==> src/rtl/io_port_unit.sv <==
// rtl/io_port_unit.sv - memory-mapped debounced switch / LED port (optional IRQ via IO_PORT_IRQ_EN)
`timescale 1ns/1ps
module io_port_unit #(
    parameter int                SW_W            = 8,
    parameter int                LED_W           = 8,
    parameter int                DATA_W          = 8,
    parameter int                DEBOUNCE_CYCLES = 4,
    parameter logic [LED_W-1:0]  LED_RESET       = '0
) (
    input  logic              clk,
    input  logic              rst,
    input  logic [SW_W-1:0]   sw,
    output logic [LED_W-1:0]  leds,
    input  logic [1:0]        addr,
    input  logic              wr_en,
    input  logic              rd_en,
    input  logic [DATA_W-1:0] wdata,
    output logic [DATA_W-1:0] rdata,
    output logic              change_irq
);
    localparam int CW = $clog2(DEBOUNCE_CYCLES + 1);
    localparam logic [CW-1:0] CNT_MAX = CW'(DEBOUNCE_CYCLES);
    localparam logic [CW-1:0] CNT_LAST = CW'(DEBOUNCE_CYCLES - 1);

    logic [SW_W-1:0]   r_sync1, r_sync2, r_cand, r_stable;
    logic [CW-1:0]     r_cnt;
    logic              r_chg;
    logic [LED_W-1:0]  r_leds;
    logic [DATA_W-1:0] r_rdata;
    logic [DATA_W-1:0] w_sw_ext, w_led_ext, w_status, w_rd;
    logic              w_accept, w_chg_set, w_chg_clr;

    assign w_accept  = (r_sync2 == r_cand) && (r_cnt == CNT_LAST);
    assign w_chg_set = w_accept && (r_cand != r_stable);
    assign w_chg_clr = wr_en && (addr == 2'd2) && wdata[0];

    always_ff @(posedge clk or posedge rst) begin
        if (rst) begin
            r_sync1  <= '0;
            r_sync2  <= '0;
            r_cand   <= '0;
            r_cnt    <= '0;
            r_stable <= '0;
            r_chg    <= 1'b0;
        end else begin
            r_sync1 <= sw;
            r_sync2 <= r_sync1;
            if (r_sync2 != r_cand) begin
                r_cand <= r_sync2;
                r_cnt  <= '0;
            end else if (r_cnt < CNT_MAX) begin
                r_cnt <= r_cnt + CW'(1);
            end
            if (w_accept)
                r_stable <= r_cand;
            // A new change wins over a simultaneous clear so no event is lost
            if (w_chg_set)
                r_chg <= 1'b1;
            else if (w_chg_clr)
                r_chg <= 1'b0;
        end
    end

    always_ff @(posedge clk or posedge rst) begin
        if (rst) begin
            r_leds <= LED_RESET;
        end else if (wr_en) begin
            if (addr == 2'd1)
                r_leds <= wdata[LED_W-1:0];
            else if (addr == 2'd3)
                r_leds <= r_leds ^ wdata[LED_W-1:0];
        end
    end

`ifdef IO_PORT_IRQ_EN
    logic r_ie, r_irq;
    always_ff @(posedge clk or posedge rst) begin
        if (rst) begin
            r_ie  <= 1'b0;
            r_irq <= 1'b0;
        end else begin
            if (wr_en && (addr == 2'd2))
                r_ie <= wdata[1];
            r_irq <= r_chg & r_ie;
        end
    end
    assign change_irq = r_irq;
`else
    assign change_irq = 1'b0;
`endif

    always_comb begin
        w_sw_ext  = '0;
        w_sw_ext[SW_W-1:0] = r_stable;
        w_led_ext = '0;
        w_led_ext[LED_W-1:0] = r_leds;
        w_status  = '0;
        w_status[0] = r_chg;
`ifdef IO_PORT_IRQ_EN
        w_status[1] = r_ie;
`endif
        case (addr)
            2'd0:    w_rd = w_sw_ext;
            2'd2:    w_rd = w_status;
            default: w_rd = w_led_ext;
        endcase
    end

    // Read mux sees pre-edge state, so a same-cycle write is not visible yet
    always_ff @(posedge clk or posedge rst) begin
        if (rst)
            r_rdata <= '0;
        else if (rd_en)
            r_rdata <= w_rd;
    end

    assign leds  = r_leds;
    assign rdata = r_rdata;
endmodule

==> config.mk <==
export PLATFORM = sky130hd
export DESIGN_NAME = io_port_unit
export DESIGN_NICKNAME = d
export VERILOG_FILES = /design/src/rtl/io_port_unit.sv
export SDC_FILE = /design/constraint.sdc
export NUM_CORES = 1
export LEC_CHECK = 0
export CAP_MARGIN = 20
export CORE_MARGIN = 5
export CORE_UTILIZATION = 55
export DETAILED_ROUTE_END_ITERATION = 16
export PLACE_DENSITY = 0.84
export SETUP_SLACK_MARGIN = 0.05
export SLEW_MARGIN = 25
export SYNTH_ARGS = -nofsm -noshare
export SYNTH_HDL_FRONTEND = slang
export SYNTH_SLANG_ARGS = --single-unit
==> constraint.sdc <==
create_clock -name clk -period 4.9 [get_ports clk]
set_clock_uncertainty 0.05 [all_clocks]
set_input_delay 0.735 -clock clk [delete_from_list [all_inputs] [get_ports clk]]
set_output_delay 0.735 -clock clk [all_outputs]
set_load 0.02 [all_outputs]
==> results.yml, run 1 <==
run_status:
  run_status: "complete, no violations"
synth:
  synth_adder_area_share_pct: 1.21
  synthesis.nets: 195
  syn_avg_cell_area_um2: 12.1
  synth_top_family_by_area: "compound AO/OA/AOI/OAI gates"
  syn_inst: 171
  yosysWarningCount: 0
  ys_ff_latch: 52
  ys_types: 24
  synth.area.mux_share_pct: 6.06
  yosysMostFrequentCell: "dfrtp_1"
  synth_area_leaders: "dfrtp_1 63%, a21oi_1 5.3%, xor2_1 3.8%, xnor2_1 3.4%, a22oi_1 2.5%"
  post-synth-top-area-cell: "dfrtp_1"
  ys_dominant_reg_cell: "dfrtp_1"
  synth.top_cells.by_count: "52 x dfrtp_1, 22 x a21oi_1, 14 x clkbuf_1"
  synth-xor-area-share_pct: 7.22
  synth_top_area_share_pct: 63.1
  synth.cell_area_um2: 2060
  simple_logic_cell_fraction_of_the_synthesized_area_pct: 8.67
  yosysSeqAreaShare_pct: 63.1
  synth_enable_flop_cells: 0
  ys_async_sr_fraction_pct: 100
  synth-compound-area-share_pct: 10.3
worst_setup_path:
  crit_path_end_kind: "flip-flop"
  worstPathRequired_ns: 5.03
  crit_path_class: "in2reg"
  critical_path_arrival_ns: 2.31
  crit_path_start_kind: "input port"
  worstPathMaxFanout: 17
clock_network:
  clockRootBuffer: "clkbuf_8"
  post-cts-setup-buffer-count: 0
  ctsHtreeMaxLevel: 2
  clkLatencyLatePin_ns: 0.29
  postCtsResizedCells: 0
  clock_tree_from_tritoncts: "yes"
  clock_path_buffers: 2
  hold_buffers: 0
  cts_buffers: 5
  number_of_clock_sinks: 52
  clock_slew_at_reported_path_ffs_ns: 0.08
cells_and_area:
  layout_fillers: 255
  nets: 224
  post_route_cells_drive_above_1_share_pct: 7.96
  antenna_cells_inserted: 0
  area_delta_synth_final_pct: 22.6
timing:
  final_hold_viol_count: 0
  slew_violations: 0
  crit_share_post_route_pct: 44.4
  finalWorstSetupSlack_ns: 2.72
  actual_transition_at_the_worst_max_transition_pin_ns: 0.840
  timing.final.crit_period_ns: 2.18
  finalSetupTns_ns: 0
  finalSetupViolations: 0
  worst_slew_margin_rel_pct: 43.9
  unrepaired_setup_endpoints_after_global_routing: "no"
  maxClockFrequency_ghz: 0.460
placement:
  finalWeightedCongestion: 1.00
  placement.io_buffers: 37
  half_perimeter_wire_length_of_the_detailed_placement_result_mm: 2.77
  place_ws_ns: 2.45
floorplan:
  die-width_um: 71.3
  placement_rows: 22
  top_level_ports: 39
  die_h_um: 71.3
  start_util_pct: 56.4
  die_area_um2: 5080
  core_um2: 3660
pwr:
  sequentialPowerShare_pct: 55.6
  ir_drop_mv: 0.262
  switching_share_pct: 26.1
  power_spent_charging_and_discharging_nets_mw: 0.228
  p_int_mw: 0.647
  power.share.combinational_pct: 16.8
  total_leakage_power_nw: 1.07
  power_density_nw_per_um2: 346
  power_frac_clock_pct: 27.6
drt:
  viasPerCell: 5.36
  drc: 0
  postRouteAntennaNets: 0
  dr.first_iter.drc_count: 136
  dr.max_layer_used: "met4"
  met1_length_mm: 1.52
  met2_wirelength_mm: 1.83
  wl_mm: 3.67
  drt_pre_antenna_iters: 4
  vias: 1335
  wl_per_cell_um: 14.7
  met3_length_um: 276
grt:
  globalRouteTotalUtil_pct: 15.5
  grt-ovfl-total: 0
  via_count_of_the_first_global_routing_pass: 1366
  grt_pass1_wl_mm: 6.27
  antenna_found_initial: 0
  grt_start_max_net_pins: 53
run:
  max-cap-violations: 0
hold_path:
  hold_path_class: "reg2reg"
power groups by stage:
stage	Clock [mW]	Sequential [mW]	Combinational, mW
6_report	0.242	0.486	0.147
5_1_grt	0.269	0.491	0.159
4_1_cts	0.248	0.486	0.149
3_5_place_dp	0	0.495	0.148
3_3_place_gp	0	0.494	0.145
2_1_floorplan	0	0.515	0.0532
layout make-up:
type                       count  area [um2]  area share, %
inverter                       2        8.76          0.346
clock buffer                   7        86.3           3.41
sequential                    52        1300           51.5
clock inverter                 1        7.51          0.297
tap                           48        60.1           2.38
multi-input combinational    102         694           27.5
timing repair buffer          37         370           14.6
cell usage in the layout, fill, tap and decap left out, types with 3 or more instances in the layout:
master	n
mux2_1	4
nand2_1	3
a21oi_1	22
mux2_2	4
a22oi_1	7
clkbuf_8	6
o21ai_0	10
xnor2_1	8
nand4_1	4
dfrtp_1	52
clkdlybuf4s50_1	37
xor2_1	9
nor2_1	13
nand3_1	6
kinds of logic (layout without fill, tap and decap cells):
kind of cell,Yosys count,after routing
adder cells (fa/ha/maj),2,2
AND/OR/NAND/NOR,32,32
AO/OA/AOI/OAI,39,39
other,1,1
XOR/XNOR,17,17
buffers and inverters,17,47
flip-flops,52,52
multiplexers,11,11
registers in the layout, indices dropped and copies added, names as in the netlist:
name / count
r_stable: 8
r_chg: 1
leds: 8
r_sync1: 8
r_sync2: 8
rdata: 8
r_cand: 8
r_cnt: 3
metal layers:
layer	vias to the layer above	global-route usage, %
met5	-	0
met3	6	5.05
met4	0	4.38
met1	632	19.4
li1	638	-
met2	59	26.0
stage by stage:
stage	total power, mW	instances	utilization (%)	hold slack (ns)	instance area, um2
2_1_floorplan	0.568	171	-	0.281	2060
3_3_place_gp	0.638	241	66.5	0.283	2430
3_5_place_dp	0.644	241	66.5	0.287	2430
4_1_cts	0.883	249	69.0	0.307	2530
5_1_grt	0.919	249	69.1	0.321	2530
6_report	0.875	249	69.1	0.304	2530
worst max-delay path: stages:
cell and delay (ns):
clkdlybuf4s50_1 0.67, and2_1 0.52, nand2b_1 0.14, a21oi_1 0.17, nor2_1 0.06
worst paths after layout:
kind / start / endpoint / slack [ns] / cells past startpoint
min in group asynchronous: rst / r_sync2[3] / 0.85 / 2
worst min-delay path: r_sync1[7] / r_sync2[7] / 0.30 / 0
max in group asynchronous: rst / leds[6] / 3.46 / 2
worst max-delay path: addr[0] / leds[4] / 2.72 / 5
worst max register to register: r_cand[3] / r_stable[7] / 3.14 / 4
worst min register to register: r_sync1[7] / r_sync2[7] / 0.30 / 0
No activity file was read; power rests on OpenSTA's default activity.
==> run 2: changes to the inputs <==
--- a/config.mk
+++ b/config.mk
@@ -7,9 +7,9 @@
 export LEC_CHECK = 0
 export CAP_MARGIN = 20
 export CORE_MARGIN = 5
-export CORE_UTILIZATION = 55
+export CORE_UTILIZATION = 51
 export DETAILED_ROUTE_END_ITERATION = 16
-export PLACE_DENSITY = 0.84
+export PLACE_DENSITY = 0.78
 export SETUP_SLACK_MARGIN = 0.05
 export SLEW_MARGIN = 25
 export SYNTH_ARGS = -nofsm -noshare
==> constraint.sdc (replaced) <==
create_clock -name clk -period 2.2 [get_ports clk]
set_clock_uncertainty 0.05 [all_clocks]
set_input_delay 0.33 -clock clk [delete_from_list [all_inputs] [get_ports clk]]
set_output_delay 0.33 -clock clk [all_outputs]
set_load 0.02 [all_outputs]
==> results.yml, run 2 (same netlist as run 1, synthesis figures left out) <==
drt:
  met1_length_mm: 1.66
  viasPerCell: 5.26
  wl_mm: 3.92
  drc: 0
  dr.max_layer_used: "met4"
  dr.first_iter.drc_count: 79
  drt_pre_antenna_iters: 4
  met3_length_um: 332
  vias: 1347
  met2_wirelength_mm: 1.86
  postRouteAntennaNets: 0
  wl_per_cell_um: 15.3
pwr:
  p_int_mw: 1.59
  power.share.combinational_pct: 15.9
  switching_share_pct: 24.8
  totalPowerFinal_mw: 2.12
  power_spent_charging_and_discharging_nets_mw: 0.525
  ir_drop_mv: 0.574
  total_leakage_power_nw: 1.12
  power_frac_clock_pct: 32.8
  sequentialPowerShare_pct: 51.3
  power_density_nw_per_um2: 811
clock_network:
  post-cts-setup-buffer-count: 0
  number_of_clock_sinks: 52
  hold_buffers: 0
  ctsHtreeMaxLevel: 2
  cts_buffers: 5
  clock_tree_from_tritoncts: "yes"
  clkLatencyLatePin_ns: 0.30
  postCtsResizedCells: 0
  clock_slew_at_reported_path_ffs_ns: 0.09
  clock_path_buffers: 2
  clockRootBuffer: "clkbuf_8"
placement:
  finalWeightedCongestion: 0.861
  place_ws_ns: 0.350
  half_perimeter_wire_length_of_the_detailed_placement_result_mm: 2.93
  placement.io_buffers: 37
hold_path:
  hold_path_class: "reg2reg"
floorplan:
  die-width_um: 73.6
  die_h_um: 73.6
  start_util_pct: 52.0
  placement_rows: 23
  core_um2: 3970
  top_level_ports: 39
  die_area_um2: 5420
worst_setup_path:
  cp.buffers_inverters: 0
  crit_path_start_kind: "flip-flop"
  critical_path.cell_chain: "xor2_1 -> nor4_2 -> nand3_4 -> mux2_1"
  crit_path_class: "reg2reg"
  cp_slowest_stage_delay_ns: 0.44
  crit_path_end_kind: "flip-flop"
  worstPathMaxFanout: 9
  critical_path_arrival_ns: 1.91
  worstPathRequired_ns: 2.33
  cell_with_the_largest_stage_delay_on_the_worst_path: "nor4_2"
  r2r_setup_slack_ns: 0.42
  timing.critical_path.max_delay_family: "simple AND/OR/NAND/NOR gates"
grt:
  globalRouteTotalUtil_pct: 16.3
  grt-ovfl-total: 0
  grt_start_max_net_pins: 32
  grt_pass1_wl_mm: 6.57
  antenna_found_initial: 0
  via_count_of_the_first_global_routing_pass: 1358
timing:
  unrepaired_setup_endpoints_after_global_routing: "no"
  slew_violations: 0
  timing.final.crit_period_ns: 1.78
  finalSetupViolations: 0
  fin_worst_hold_slack_ns: 0.303
  finalWorstSetupSlack_ns: 0.424
  crit_share_post_route_pct: 80.7
  final_hold_viol_count: 0
  maxClockFrequency_ghz: 0.563
  finalSetupTns_ns: 0
cells_and_area:
  most_common_cell_after_layout_fill_and_taps_aside: "dfrtp_1"
  commonest_cells_after_routing_fill_and_taps_aside: "52 x dfrtp_1, 37 x clkdlybuf4s50_1, 22 x a21oi_1"
  antenna_cells_inserted: 0
  post_route_cells_drive_above_1_share_pct: 10.7
  layout_fillers: 295
  nets: 229
  area_delta_synth_final_pct: 26.6
run_status:
  run_status: "complete, no violations"
run:
  max-cap-violations: 0
==> run 2: cell count changes in the layout (fill, tap and decap cells not counted) <==
cell | previous run | this run
buf_4 | 0 | 4
buf_12 | 0 | 1
bufinv_16 | 0 | 1
clkbuf_1 | 1 | 0
clkbuf_8 | 6 | 7
clkinv_2 | 1 | 0
clkinvlp_4 | 1 | 0
inv_2 | 0 | 1
==> run 2: layout make-up <==
cell class	count	area, um2	share of cell area (%)
repair buffers	42	420	16.1
clock buffers	7	96.3	3.69
flip-flops and latches	52	1300	49.8
inverters	2	7.51	0.287
well taps	50	62.6	2.39
clock inverters	1	30.0	1.15
multi-input cells	102	694	26.6
==> run 2: worst paths after layout <==
path                       depth (start not counted)       start           to
max                                                4   r_cand[1]  r_stable[2]
min                                                0  r_sync1[0]   r_sync2[0]
max reg2reg                                        4   r_cand[1]  r_stable[2]
min reg2reg                                        0  r_sync1[0]   r_sync2[0]
max in group asynchronous                          3         rst   r_sync2[7]
min in group asynchronous                          2         rst   r_sync1[4]
==> run 2: per-layer routing <==
metal	vias up	GRT usage [%]
met1	638	20.3
met4	0	6.84
met2	52	26.2
met5	-	0
met3	8	5.06
li1	649	-
==> run 2: power groups by stage <==
| stage | logic (mW) | clock network [mW] | registers [mW] |
|---|---|---|---|
| 2_1_floorplan | 0.119 | 0 | 1.15 |
| 3_3_place_gp | 0.333 | 0 | 1.10 |
| 3_5_place_dp | 0.341 | 0 | 1.11 |
| 4_1_cts | 0.342 | 0.712 | 1.09 |
| 5_1_grt | 0.364 | 0.751 | 1.10 |
| 6_report | 0.338 | 0.695 | 1.09 |
==> run 2: metrics by stage <==
step / instance area, um2 / utilization (%) / cells
6_report: 2610 / 65.8 / 256
5_1_grt: 2610 / 65.8 / 256
3_3_place_gp: 2490 / 62.6 / 248
2_1_floorplan: 2060 / - / 171
3_5_place_dp: 2490 / 62.6 / 248
4_1_cts: 2610 / 65.8 / 256
==> run 2: worst reg2reg max path, stage by stage, from the launching register on <==
cell and delay, ns:
dfrtp_1 0.42, xor2_1 0.18, nor4_2 0.44, nand3_4 0.20, mux2_1 0.37
